--- config.mk ---
export PLATFORM = sky130hd
export DESIGN_NAME = wimax_deinterleaver_flat
export DESIGN_NICKNAME = d
export VERILOG_FILES = /design/src/rtl/wimax_deinterleaver_pkg.sv /design/src/rtl/wimax_deinterleaver_if.sv /design/src/rtl/deint_bank_ram.sv /design/src/rtl/wimax_deinterleaver.sv /design/src/flat_wrapper.sv
export SDC_FILE = /design/constraint.sdc
export NUM_CORES = 1
export LEC_CHECK = 0
export BUFFER_PORTS_ARGS = -buffer_cell sky130_fd_sc_hd__buf_2
export CORE_MARGIN = 3
export CORE_UTILIZATION = 54
export DETAILED_ROUTE_END_ITERATION = 12
export PLACE_DENSITY = 0.71
export SLEW_MARGIN = 20
export SYNTH_ARGS = -nofsm -noshare
export SYNTH_HDL_FRONTEND = slang
export SYNTH_SLANG_ARGS = --single-unit
--- constraint.sdc ---
create_clock -name clk -period 5.2 [get_ports clk]
set_input_delay 0.26 -clock clk [delete_from_list [all_inputs] [get_ports clk]]
set_output_delay 0.26 -clock clk [all_outputs]
set_load 0.02 [all_outputs]
--- src/rtl/wimax_deinterleaver_pkg.sv ---
// Shared constants and reference vectors for the WiMAX QPSK-1/2 block deinterleaver
// (Ncbps=192, d=16, s=1).
package wimax_deinterleaver_pkg;

  localparam int NCBPS      = 192;
  localparam int DEINT_D    = 16;
  localparam int DEINT_ROWS = 12;
  localparam int ADDR_W     = 8;

  localparam logic [3:0]        ROW_LAST  = 4'(DEINT_ROWS - 1);
  localparam logic [3:0]        COL_LAST  = 4'(DEINT_D - 1);
  localparam logic [ADDR_W-1:0] ADDR_LAST = 8'(NCBPS - 1);

  typedef logic [NCBPS-1:0] block_t;

  // Stream order is MSB first: stream bit i is vector bit NCBPS-1-i.
  localparam block_t FEC_ENDODER_OUTPUT =
    192'hA5C3_1F0E_96D2_4B78_E1C3_5A0F_3C96_D2E7_1B4F_8A60_C59E_27D3;

  function automatic block_t interleave(input block_t fec);
    block_t v;
    int     k;
    v = '0;
    for (int j = 0; j < NCBPS; j++) begin
      k = DEINT_D * (j % DEINT_ROWS) + j / DEINT_ROWS;
      v[NCBPS-1-j] = fec[NCBPS-1-k];
    end
    return v;
  endfunction

  localparam block_t INTERLEAVER_OUTPUT = interleave(FEC_ENDODER_OUTPUT);

endpackage

--- src/rtl/wimax_deinterleaver_if.sv ---
// Serial bit-stream handshake bundle: upstream input side plus downstream output side.
interface wimax_deinterleaver_if;

  logic data_in;
  logic valid_in;
  logic ready_out;
  logic data_out;
  logic valid_out;
  logic ready_in;

  modport slave (
    input  data_in, valid_in, ready_in,
    output ready_out, data_out, valid_out
  );

  modport master (
    output data_in, valid_in, ready_in,
    input  ready_out, data_out, valid_out
  );

endinterface

--- src/rtl/deint_bank_ram.sv ---
// Two 192x1 ping-pong banks: one write port and one asynchronous read port, each with
// its own bank select. Contents are not reset.
module deint_bank_ram
  import wimax_deinterleaver_pkg::*;
(
  input  logic              clk,
  input  logic              i_we,
  input  logic              i_wr_bank,
  input  logic [ADDR_W-1:0] i_wr_addr,
  input  logic              i_wr_data,
  input  logic              i_rd_bank,
  input  logic [ADDR_W-1:0] i_rd_addr,
  output logic              o_rd_data
);

  logic [NCBPS-1:0] r_mem [2];

  always_ff @(posedge clk) begin
    if (i_we) begin
      r_mem[i_wr_bank][i_wr_addr] <= i_wr_data;
    end
  end

  assign o_rd_data = r_mem[i_rd_bank][i_rd_addr];

endmodule

--- src/rtl/wimax_deinterleaver.sv ---
// WiMAX QPSK-1/2 deinterleaver: writes bit j to k = 16*(j mod 12) + j/12 and drains
// each full bank in ascending k through a registered valid/ready output stage.
module wimax_deinterleaver
  import wimax_deinterleaver_pkg::*;
(
  input  logic                  clk,
  input  logic                  reset_N,
  wimax_deinterleaver_if.slave  bus
);

  logic [3:0]        r_row;
  logic [3:0]        r_col;
  logic              r_wr_bank;
  logic              r_rd_bank;
  logic [1:0]        r_full;
  logic [ADDR_W-1:0] r_rd_addr;
  logic              r_data_out;
  logic              r_valid_out;

  logic              w_ready;
  logic              w_wr_en;
  logic              w_wr_last;
  logic [ADDR_W-1:0] w_wr_addr;
  logic              w_load;
  logic              w_rd_last;
  logic              w_rd_data;
  logic [1:0]        w_full_nxt;

  assign w_ready   = ~r_full[r_wr_bank];
  assign w_wr_en   = bus.valid_in & w_ready;
  assign w_wr_last = (r_row == ROW_LAST) && (r_col == COL_LAST);
  // With d = 16, k = 16*r + c is just the row counter above the column counter.
  assign w_wr_addr = {r_row, r_col};

  // Fetch into the output register whenever it is empty or being consumed this cycle.
  assign w_load    = r_full[r_rd_bank] & (~r_valid_out | bus.ready_in);
  assign w_rd_last = (r_rd_addr == ADDR_LAST);

  // A bank that finishes filling and the other bank releasing its last bit are always
  // different banks, so both updates can land in the same cycle.
  always_comb begin
    w_full_nxt = r_full;
    if (w_wr_en && w_wr_last) begin
      w_full_nxt[r_wr_bank] = 1'b1;
    end
    if (w_load && w_rd_last) begin
      w_full_nxt[r_rd_bank] = 1'b0;
    end
  end

  always_ff @(posedge clk or negedge reset_N) begin
    if (!reset_N) begin
      r_row     <= '0;
      r_col     <= '0;
      r_wr_bank <= 1'b0;
    end else if (w_wr_en) begin
      if (r_row == ROW_LAST) begin
        r_row <= '0;
        r_col <= w_wr_last ? 4'd0 : r_col + 4'd1;
      end else begin
        r_row <= r_row + 4'd1;
      end
      if (w_wr_last) begin
        r_wr_bank <= ~r_wr_bank;
      end
    end
  end

  always_ff @(posedge clk or negedge reset_N) begin
    if (!reset_N) begin
      r_full <= '0;
    end else begin
      r_full <= w_full_nxt;
    end
  end

  always_ff @(posedge clk or negedge reset_N) begin
    if (!reset_N) begin
      r_rd_addr   <= '0;
      r_rd_bank   <= 1'b0;
      r_data_out  <= 1'b0;
      r_valid_out <= 1'b0;
    end else if (w_load) begin
      r_data_out  <= w_rd_data;
      r_valid_out <= 1'b1;
      if (w_rd_last) begin
        r_rd_addr <= '0;
        r_rd_bank <= ~r_rd_bank;
      end else begin
        r_rd_addr <= r_rd_addr + 8'd1;
      end
    end else if (bus.ready_in) begin
      r_valid_out <= 1'b0;
    end
  end

  deint_bank_ram u_bank_ram (
    .clk       (clk),
    .i_we      (w_wr_en),
    .i_wr_bank (r_wr_bank),
    .i_wr_addr (w_wr_addr),
    .i_wr_data (bus.data_in),
    .i_rd_bank (r_rd_bank),
    .i_rd_addr (r_rd_addr),
    .o_rd_data (w_rd_data)
  );

  assign bus.ready_out = w_ready;
  assign bus.data_out  = r_data_out;
  assign bus.valid_out = r_valid_out;

endmodule

--- src/flat_wrapper.sv ---
// flat-port wrapper written by rule: the top's interface ports become plain ports
module wimax_deinterleaver_flat import wimax_deinterleaver_pkg::*;
  (clk, reset_N, bus_data_in, bus_valid_in, bus_ready_in, bus_ready_out, bus_data_out, bus_valid_out);
  wimax_deinterleaver_if bus_i ();
  input  logic clk;
  input  logic reset_N;
  input wire logic [$bits(bus_i.data_in)-1:0] bus_data_in;
  input wire logic [$bits(bus_i.valid_in)-1:0] bus_valid_in;
  input wire logic [$bits(bus_i.ready_in)-1:0] bus_ready_in;
  output wire logic [$bits(bus_i.ready_out)-1:0] bus_ready_out;
  output wire logic [$bits(bus_i.data_out)-1:0] bus_data_out;
  output wire logic [$bits(bus_i.valid_out)-1:0] bus_valid_out;
  assign bus_i.data_in = bus_data_in;
  assign bus_i.valid_in = bus_valid_in;
  assign bus_i.ready_in = bus_ready_in;
  assign bus_ready_out = bus_i.ready_out;
  assign bus_data_out = bus_i.data_out;
  assign bus_valid_out = bus_i.valid_out;
  wimax_deinterleaver u_core (.clk(clk), .reset_N(reset_N), .bus(bus_i));
endmodule
==> run_results.csv <==
group,metric,value,unit
worst_setup_path,cp-end-kind,"flop",
sta,worst_slew_pin_slew,1.08,ns
cells_and_area,area_growth,9.43,%
cells_and_area,fin_area,19500,um^2
floorplan,die_area,35300,um^2
logic_synthesis,synth.distinct_cells,53,
global_routing,grt_pass1_wl,62.7,mm
status,outcome,"finished clean",
sta,setup-violations-final,0,
routing,finalWirelength,40.7,mm
power,p_leak,5.97,nW
cts,clock_latency,0.53,ns
logic_synthesis,async_flop_share,0.0542,
routing,vias_per_cell,6.19,
cells_and_area,drive_gt1_frac,0.164,
power,swShare,0.238,
routing,first_iter_violations,1264,
cts,cts_resized,0,
worst_setup_path,crit_type,"reg -> reg",
worst_setup_path,crit_path_start_kind,"flop",
global_routing,grt.total_usage,0.233,
logic_synthesis,syn-mean-instance-area,14.1,um^2
power,power,0.00708,W
global_routing,overflow,0,
sta,setup_ws,1.96,ns
hold_path,holdCritPathClass,"in -> async",
sta,finalSetupTns,0,ns
cells_and_area,layout_commonest_cell,"nor2_1",
logic_synthesis,syn-cell-area,17900,um^2
placed_design,place_hpwl,23.0,mm
logic_synthesis,netlist_instances,1263,
logic_synthesis,syn_nets,1277,
routing,drc_errors,0,
sta,maxSlewHeadroom,0.281,
logic_synthesis,synth_area_leaders,"edfxtp_1 65%, mux4_2 11%, nor2_1 8.4%, dfrtp_1 3.1%, mux2_2 1.7%",
logic_synthesis,yosysTopAreaCell,"edfxtp_1",
logic_synthesis,ys_warn_count,0,
worst_setup_path,arrival,3.65,ns
floorplan,die_x,188,um
floorplan,chipHeight,188,um
power,powerDensity,362,nW/um^2
power,p_comb_frac,0.076,
power,seqPwrFrac,0.516,
sta,drv_slew,0,
cts,clockRootBuffer,"clkbuf_16",
cells_and_area,final_cell_mix,"401 x nor2_1, 384 x edfxtp_1, 88 x mux4_2",
logic_synthesis,synth_edf_count,384,
placed_design,placement.io_buffers,7,
global_routing,antenna_found_initial,0,
cells_and_area,fillers,2477,
cts,clock_path_buffers,3,
sta,finalClockSkew,0.0120,ns
placed_design,place_ws,1.92,ns
placed_design,gp_congestion,0.809,
routing,wl_per_cell,23.8,um
cts,cts.htree.levels,2,
sta,hold_ws,0.325,ns
floorplan,rows,65,
power,switching_power,0.00168,W
power,max-vdd-ir-drop,0.303,mV
logic_synthesis,synth-seq-cells,406,
routing,antenna_left,0,
cells_and_area,nets,1254,
routing,vias,10600,
cells_and_area,antenna_cells,0,
floorplan,pin_count,8,
cts,clock-sinks,406,
logic_synthesis,synth_top_area_frac,0.646,
global_routing,grt_start_max_net_pins,198,
logic_synthesis,yosysSeqAreaShare,0.677,
worst_setup_path,path_max_fanout,44,
floorplan,initial_utilization,0.557,
sta,hold_violations,0,
power,p_clk_frac,0.408,
global_routing,grt_pass1_vias,10500,
flow_run,maxCapViolCount,0,
power,internal-power,0.00540,W
cts,cts_buffers,43,
sta,rsz0062_at_grt,"false",
worst_setup_path,cp_data_required_time,5.61,ns
floorplan,core_area,32000,um^2
placed_design,placed_area,18200,um^2
sta,fin_crit,3.24,ns
cts,cts_tree,"built",
logic_synthesis,synth_flop_cell,"edfxtp_1",
cts,clkTransAtPathRegs,0.06,ns
sta,fmax,309,MHz
sta,finalCritPeriodShare,0.623,
routing,drtPass1Iterations,5,
==> sequential cells by signal, indices dropped and copies added, names as in the netlist <==
register and count:
u_core.bus.valid_out 1, u_core.r_wr_bank 1, u_core.r_full 2, u_core.r_row 4
u_core.r_col 4, u_core.bus.data_out 1, u_core.r_rd_addr 8, u_core.u_bank_ram.r_mem 384
u_core.r_rd_bank 1
==> cell type report <==
cell class	instances	area, um^2	area share
Tap cell	435	544	0.0279
Multi-Input combinational cell	745	5270	0.270
Clock inverter	18	136	0.00698
Inverter	10	37.5	0.00192
Sequential cell	406	12100	0.619
Clock buffer	59	1180	0.0603
Timing Repair Buffer	34	277	0.0142
==> cell families after synthesis <==
family                   after synthesis  share of synthesized area
AO/OA/AOI/OAI                         65                     0.0254
XOR/XNOR                               6                    0.00294
adder cells (fa/ha/maj)                9                    0.00631
buffers and inverters                112                     0.0279
flip-flops                           406                      0.677
multiplexers                         131                      0.137
AND/OR/NAND/NOR                      534                      0.124
==> routing by layer <==
layer  global-route usage  wire, um  vias up  share of wire
met5                    0         0        -              0
met4               0.0736      1210        0          0.030
met3               0.0325      2810       83          0.069
met2                0.391     20300      427           0.50
met1                0.319     16400     5453           0.40
li1                     -         -     4597              -
==> synth_stat cells, types with 7 or more instances <==
master,n
dfrtp_1,22
a221oi_1,8
nor2b_1,11
clkbuf_1,80
mux4_2,88
mux2_2,27
a21oi_1,9
ha_1,9
a22oi_1,13
nor3_1,10
nor2_1,401
nand4_1,7
buf_2,8
nand2_1,47
buf_6,7
edfxtp_1,384
nand3_1,30
mux2i_1,16
o21ai_0,11
inv_1,10
==> final timing paths <==
check	startpoint	endpoint	slack, ns	depth (start not counted)
max reg2reg	u_core.r_rd_bank	u_core.bus.data_out	1.96	7
min in group clk	bus_valid_in	u_core.r_col[2]	0.38	4
min	reset_N	u_core.r_rd_addr[0]	0.33	2
max	u_core.r_rd_bank	u_core.bus.data_out	1.96	7
max in group asynchronous	reset_N	u_core.r_rd_bank	4.39	2
min reg2reg	u_core.bus.valid_out	u_core.bus.valid_out	0.59	2
==> power groups by stage <==
stage | clock network [W] | logic [W] | registers [W]
detailed placement | 0 | 0.000528 | 0.00372
global placement | 0 | 0.000520 | 0.00371
floorplan | 0 | 0.000283 | 0.00371
finish | 0.00289 | 0.000537 | 0.00365
global route | 0.00306 | 0.000575 | 0.00366
CTS | 0.00294 | 0.000533 | 0.00365
==> timing repair <==
item | 4_1_cts | 5_1_grt
endpoints found under the hold margin | 23 | 0
setup endpoints to repair | 0 | 0
buffers inserted | 0 | 0
hold buffers | 2 | 0
==> critical path, stage by stage, from the launching register on <==
cell and delay [ns]:
dfrtp_4 0.97, buf_12 0.39, mux4_2 0.56, mux4_2 0.48
mux2i_1 0.21, o21ai_1 0.16, a22oi_1 0.21, o21ai_1 0.09
==> per-stage QoR <==
step | util | cells
after detailed placement | 0.568 | 1628
after global routing | 0.610 | 1707
after floorplan | - | 1263
after global placement | 0.568 | 1628
final | 0.610 | 1707
after CTS | 0.610 | 1707
(Power assumes the default switching activity.)
